<file path="config.mk">
export PLATFORM = sky130hd
export DESIGN_NAME = gpio_cfg_regfile
export DESIGN_NICKNAME = d
export VERILOG_FILES = /design/src/rtl/gpio_cfg_regfile.sv
export SDC_FILE = /design/constraint.sdc
export NUM_CORES = 2
export LEC_CHECK = 0
export BUFFER_PORTS_ARGS = -buffer_cell sky130_fd_sc_hd__buf_4
export CAP_MARGIN = 10
export CELL_PAD_IN_SITES_DETAIL_PLACEMENT = 0
export CELL_PAD_IN_SITES_GLOBAL_PLACEMENT = 2
export CORE_AREA = 2 2 648 650
export CTS_CLUSTER_DIAMETER = 100
export DETAILED_ROUTE_END_ITERATION = 10
export DIE_AREA = 0 0 650 652
export HOLD_SLACK_MARGIN = 0.08
export PLACE_DENSITY_LB_ADDON = 0.2
export RECOVER_POWER = 50
export SLEW_MARGIN = 40
export SYNTH_ARGS = -nofsm -noshare
export SYNTH_HDL_FRONTEND = slang
export SYNTH_SLANG_ARGS = --single-unit
</file>
<file path="constraint.sdc">
create_clock -name clk -period 4.55 [get_ports clk]
set_input_delay 0.455 -clock clk [delete_from_list [all_inputs] [get_ports clk]]
set_output_delay 0.455 -clock clk [all_outputs]
set_load 0.03 [all_outputs]
</file>
<file path="src/rtl/gpio_cfg_regfile.sv">
// GPIO-driven configuration register bank: synchronises the PS GPIO bus, decodes byte writes
// into shift-loaded RW registers, trigger pulses and an indirect table port, with registered readback.
module gpio_cfg_regfile #(
  parameter int                  GPIO_W       = 25,
  parameter int                  W_CLK_BIT    = 24,
  parameter int                  ADDR_W       = 16,
  parameter int                  DATA_W       = 8,
  parameter int                  REG_W        = 32,
  parameter int                  NUM_REGS     = 32,
  parameter logic [NUM_REGS-1:0] TRIG_MASK    = 32'h0000_0003,
  parameter int                  NUM_RO       = 16,
  parameter logic [ADDR_W-1:0]   RO_BASE      = 16'h0040,
  parameter logic [ADDR_W-1:0]   IND_ADDR_REG = 16'h0080,
  parameter logic [ADDR_W-1:0]   IND_DATA_REG = 16'h0081
) (
  input  logic                       clk,
  input  logic                       rst,
  input  logic [GPIO_W-1:0]          gpio_in,
  output logic [NUM_REGS*REG_W-1:0]  regs_flat,
  output logic [NUM_REGS-1:0]        trig_out,
  output logic                       tbl_wr_en,
  output logic [ADDR_W-1:0]          tbl_addr,
  output logic [DATA_W-1:0]          tbl_wr_data,
  input  logic [NUM_RO*REG_W-1:0]    ro_flat,
  input  logic [ADDR_W-1:0]          rd_addr,
  output logic [REG_W-1:0]           rd_data,
  output logic [15:0]                wr_count,
  output logic                       err_addr
);

  localparam int IDX_W    = (NUM_REGS > 1) ? $clog2(NUM_REGS) : 1;
  localparam int RO_IDX_W = (NUM_RO > 1) ? $clog2(NUM_RO) : 1;

  logic [GPIO_W-1:0] g1, g2;
  logic              prev_wclk;
  logic [1:0]        sync_fill;
  logic              st;
  logic [ADDR_W-1:0] a;
  logic [DATA_W-1:0] d;
  logic [31:0]       a_ext;
  logic [IDX_W-1:0]  idx;
  logic              is_local, is_trig, is_ind_addr, is_ind_data;
  logic [ADDR_W-1:0] ind_ptr;
  logic [REG_W-1:0]  regs [NUM_REGS];
  logic [REG_W-1:0]  ro_arr [NUM_RO];

  assign a  = g2[ADDR_W-1:0];
  assign d  = g2[ADDR_W+DATA_W-1:ADDR_W];
  assign st = g2[W_CLK_BIT] & ~prev_wclk;

  // prev_wclk stays high until g2 holds a real post-reset sample, so a strobe
  // already high at reset release is treated as old and never writes.
  always_ff @(posedge clk) begin
    if (rst) begin
      g1        <= '0;
      g2        <= '0;
      sync_fill <= '0;
      prev_wclk <= 1'b1;
    end else begin
      g1        <= gpio_in;
      g2        <= g1;
      sync_fill <= {sync_fill[0], 1'b1};
      prev_wclk <= sync_fill[1] ? g2[W_CLK_BIT] : 1'b1;
    end
  end

  assign a_ext       = 32'(a);
  assign idx         = a[IDX_W-1:0];
  assign is_ind_addr = (a == IND_ADDR_REG);
  assign is_ind_data = (a == IND_DATA_REG);
  assign is_local    = (a_ext < 32'(NUM_REGS));
  assign is_trig     = is_local & TRIG_MASK[idx];

  always_ff @(posedge clk) begin
    if (rst) begin
      for (int i = 0; i < NUM_REGS; i++) regs[i] <= '0;
    end else if (st && !is_ind_addr && !is_ind_data && is_local && !is_trig) begin
      regs[idx] <= REG_W'({regs[idx], d});
    end
  end

  always_ff @(posedge clk) begin
    if (rst) begin
      trig_out    <= '0;
      tbl_wr_en   <= 1'b0;
      tbl_addr    <= '0;
      tbl_wr_data <= '0;
      ind_ptr     <= '0;
      wr_count    <= '0;
      err_addr    <= 1'b0;
    end else begin
      trig_out  <= '0;
      tbl_wr_en <= 1'b0;
      if (st) begin
        if (wr_count != 16'hFFFF) wr_count <= wr_count + 16'd1;
        if (is_ind_addr) begin
          ind_ptr <= ADDR_W'({ind_ptr, d});
        end else if (is_ind_data) begin
          tbl_wr_en   <= 1'b1;
          tbl_addr    <= ind_ptr;
          tbl_wr_data <= d;
          ind_ptr     <= ind_ptr + ADDR_W'(1);
        end else if (is_trig) begin
          trig_out[idx] <= 1'b1;
        end else if (!is_local) begin
          err_addr <= 1'b1;
        end
      end
    end
  end

  for (genvar i = 0; i < NUM_REGS; i++) begin : g_regs_out
    assign regs_flat[i*REG_W +: REG_W] = regs[i];
  end

  for (genvar j = 0; j < NUM_RO; j++) begin : g_ro_in
    assign ro_arr[j] = ro_flat[j*REG_W +: REG_W];
  end

  logic [31:0]         rd_ext, ro_off;
  logic [IDX_W-1:0]    rd_idx;
  logic [RO_IDX_W-1:0] ro_sel;
  logic                rd_local, rd_in_ro;
  logic [REG_W-1:0]    rd_next;

  assign rd_ext   = 32'(rd_addr);
  assign ro_off   = rd_ext - 32'(RO_BASE);
  assign rd_idx   = rd_addr[IDX_W-1:0];
  assign ro_sel   = ro_off[RO_IDX_W-1:0];
  assign rd_local = (rd_ext < 32'(NUM_REGS));
  assign rd_in_ro = (rd_ext >= 32'(RO_BASE)) && (ro_off < 32'(NUM_RO));

  // Mux reads current register state, so a same-cycle write shows up one read later.
  always_comb begin
    rd_next = '0;
    if (rd_local) begin
      rd_next = TRIG_MASK[rd_idx] ? '0 : regs[rd_idx];
    end else if (rd_in_ro) begin
      rd_next = ro_arr[ro_sel];
    end else if (rd_addr == IND_ADDR_REG) begin
      rd_next = REG_W'(ind_ptr);
    end
  end

  always_ff @(posedge clk) begin
    if (rst) rd_data <= '0;
    else     rd_data <= rd_next;
  end

endmodule

</file>
==> impl_metrics.ini <==
[timing]
hold_viol = 0
drv_slew = 92
relSlewSlack = -0.551
tightest_slew_ns = 2.33
period_share = 0.903
fin_skew_ns = 0.0904
fmax_mhz = 243
setup_viol = 0
grt_setup_unrepaired = false
fin_crit_ns = 4.11
finalSetupTns_ns = 0

[cells_and_area]
drive_above_1_share = 0.302
final_nets = 6562
final_area_um2 = 84100
multi_input_area_um2 = 25100
seqCellArea_um2 = 34400
areaGrowthSynthToFinish_pct = 37.2
stdcell_count = 11700
fill_cells = 45400

[power_and_ir_drop]
power_density_nw_per_um2 = 374
irDropWorstVdd_mv = 0.267
p_leak_nw = 29.2

[placed_design]
dp_cells = 11300
placed_cell_area_um2 = 82800
routabilityCongestion = 0.945
dpl.hpwl_um = 449000
port_buffers = 1684

[critical_path]
crit_arrival_ns = 4.64
worstSetupEndpointType = flip-flop
r2r_cells = 7
slowest_stage = nand2_1
crit_chain = dlygate4sd3_1 > buf_4 > clkinvlp_2 > buf_12 > clkbuf_1 > nand2_1 > buf_12
cp-start-kind = input port
critPathKind = in -> reg
cp_slowest_stage_delay_ns = 1.10
crit_fanout = 54
crit_required_ns = 5.08
cpMostUsedCell = buf_12

[die]
rows = 237
die-width_um = 650
dieArea_um2 = 424000
start_util = 0.147
coreArea_um2 = 416000
die_y_um = 652
io_pins = 1685

[synthesis]
synth_ff_type = edfxtp_1
synth_top_cell_by_area = edfxtp_1
syn_inst = 4269
yosysUniqueCellTypes = 74
ys_warn_count = 0
syn_area_per_cell_um2 = 14.4
synth_most_common_cell = edfxtp_1
synthArstFlopShare = 0
ys_seq_area_frac = 0.561
synth_common_cells = edfxtp_1, nor2_1, mux4_2
synth_area_um2 = 61300
synth_fp_nets = 4826
synth_top_area_frac = 0.502
synth_edf_count = 1024
synth_seq_cells = 1204
synthTopCellsByArea = edfxtp_1, mux4_2, dfxtp_1

[outcome]
failed_checks = max-capacitance violations, max-slew violations
status = finished with violations

[detailed_routing]
avgViaCountPerCell = 4.65
wl_per_cell_um = 50.1
drt_wl_total_um = 585000
num_vias = 54300
drtAntennaViolNets = 0
drc_errors = 0
drtIter0Drc = 6940
dr.pass1.iters = 5

[grt]
grt_pass1_vias = 52400
grt_pass1_wl_um = 709000
grt.total_usage = 0.266
grt-ovfl-total = 0
grt_max_degree = 73
antenna_found_initial = 191

[clock_tree]
cts_max_level = 4
cts_setup_buffers = 0
clk_pin_slew_ns = 0.07
clock_sinks = 1204
ctsResizeCount = 0
cts_buffer_depth = 4
clk-insertion-delay-late_ns = 0.91
cts-buffers-inserted = 172
root_buffer = clkbuf_16
cts_tree = built

[run]
maxCapViolCount = 5

[hold_path]
hold_class = in -> reg
whs_path_depth = 3
worst max-delay path, delay by kind of cell:
kind | cells | cell delay [ns]
buf+inv | 6 | 2.93
simple gates | 1 | 1.10
flip-flops by register name (all words and copies together) (netlist names), named ones only:
signal / count
err_addr: 1
g1: 25
g2: 25
ind_ptr: 16
prev_wclk: 1
rd_data: 32
regs: 1024
sync_fill: 2
tbl_addr: 16
tbl_wr_data: 8
tbl_wr_en: 1
trig_out: 32
wr_count: 16
power breakdown:
group          switching [mW]  leakage [nW]  internal, mW
clock                    5.87          2.66          7.75
combinational            3.49          14.4          1.56
sequential              0.540          12.1          12.3
path summary, 6_finish.rpt:
kind	start	endpoint	slack [ns]
hold reg to reg	sync_fill[1]	prev_wclk	0.33
setup reg to reg	g2[9]	regs[27][8]	0.57
setup / recovery	rst	regs[1][27]	0.44
hold / removal	rd_addr[4]	rd_data[28]	0.19
timing repair:
| action | in CTS | in global routing |
|---|---|---|
| endpoints found under the hold margin | 34 | 0 |
| hold buffers | 27 | 0 |
| endpoints found under the setup margin | 0 | 0 |
routing by layer:
| layer | part of all wire | vias up | track usage |
|---|---|---|---|
| met4 | 0.045 | 56 | 0.0874 |
| met3 | 0.074 | 749 | 0.0573 |
| met1 | 0.41 | 29800 | 0.340 |
| met5 | 0.00065 | - | 0 |
| li1 | - | 20200 | - |
| met2 | 0.47 | 3607 | 0.444 |
cell families after synthesis:
kind of cell,Yosys count,share of synthesized area
AOI/OAI and AO/OA,318,0.0359
xor gates and xnor gates,7,0.00100
adders and majority gates,2,0.000408
buffers and inverters,471,0.0382
DFF,1204,0.561
muxes,719,0.248
and+or+nand+nor,1548,0.116
final cells by class:
cell class	count	share of cell area
Sequential cell	1204	0.409
Multi-Input combinational cell	2594	0.298
Timing Repair Buffer	2013	0.143
Tap cell	5497	0.0818
Clock buffer	223	0.0557
Clock inverter	83	0.00955
Antenna cell	46	0.00137
Inverter	20	0.00103
per-stage QoR:
stage | hold WS, ns | utilization | power, mW | setup slack, ns
floorplan | 0.343 | - | 15.1 | 1.48
global placement | 0.381 | 0.198 | 18.4 | 0.258
detailed placement | 0.354 | 0.199 | 18.4 | 0.409
CTS | 0.0962 | 0.213 | 32.1 | 0.745
global route | 0.166 | 0.202 | 32.2 | 0.411
finish | 0.191 | 0.202 | 31.5 | 0.441
layout by cell type (no fill, tap or decap), types with 24 or more instances in the layout:
cell type	Yosys	final
mux4_2	613	613
o21ai_0	27	27
nor2b_1	74	67
nand3_1	36	36
buf_12	0	77
nor2_1	837	832
clkinv_1	5	29
diode_2	0	46
clkbuf_16	0	177
and3_1	273	272
mux2i_1	70	69
nand2_4	0	39
dlygate4sd3_1	0	27
a22oi_1	28	28
mux2i_4	24	24
nand2_1	219	183
o22ai_1	54	54
edfxtp_1	1024	1024
a21oi_1	78	75
clkbuf_1	230	1175
dfxtp_1	180	170
buf_4	91	737
Power figures use the tool's default switching activity.
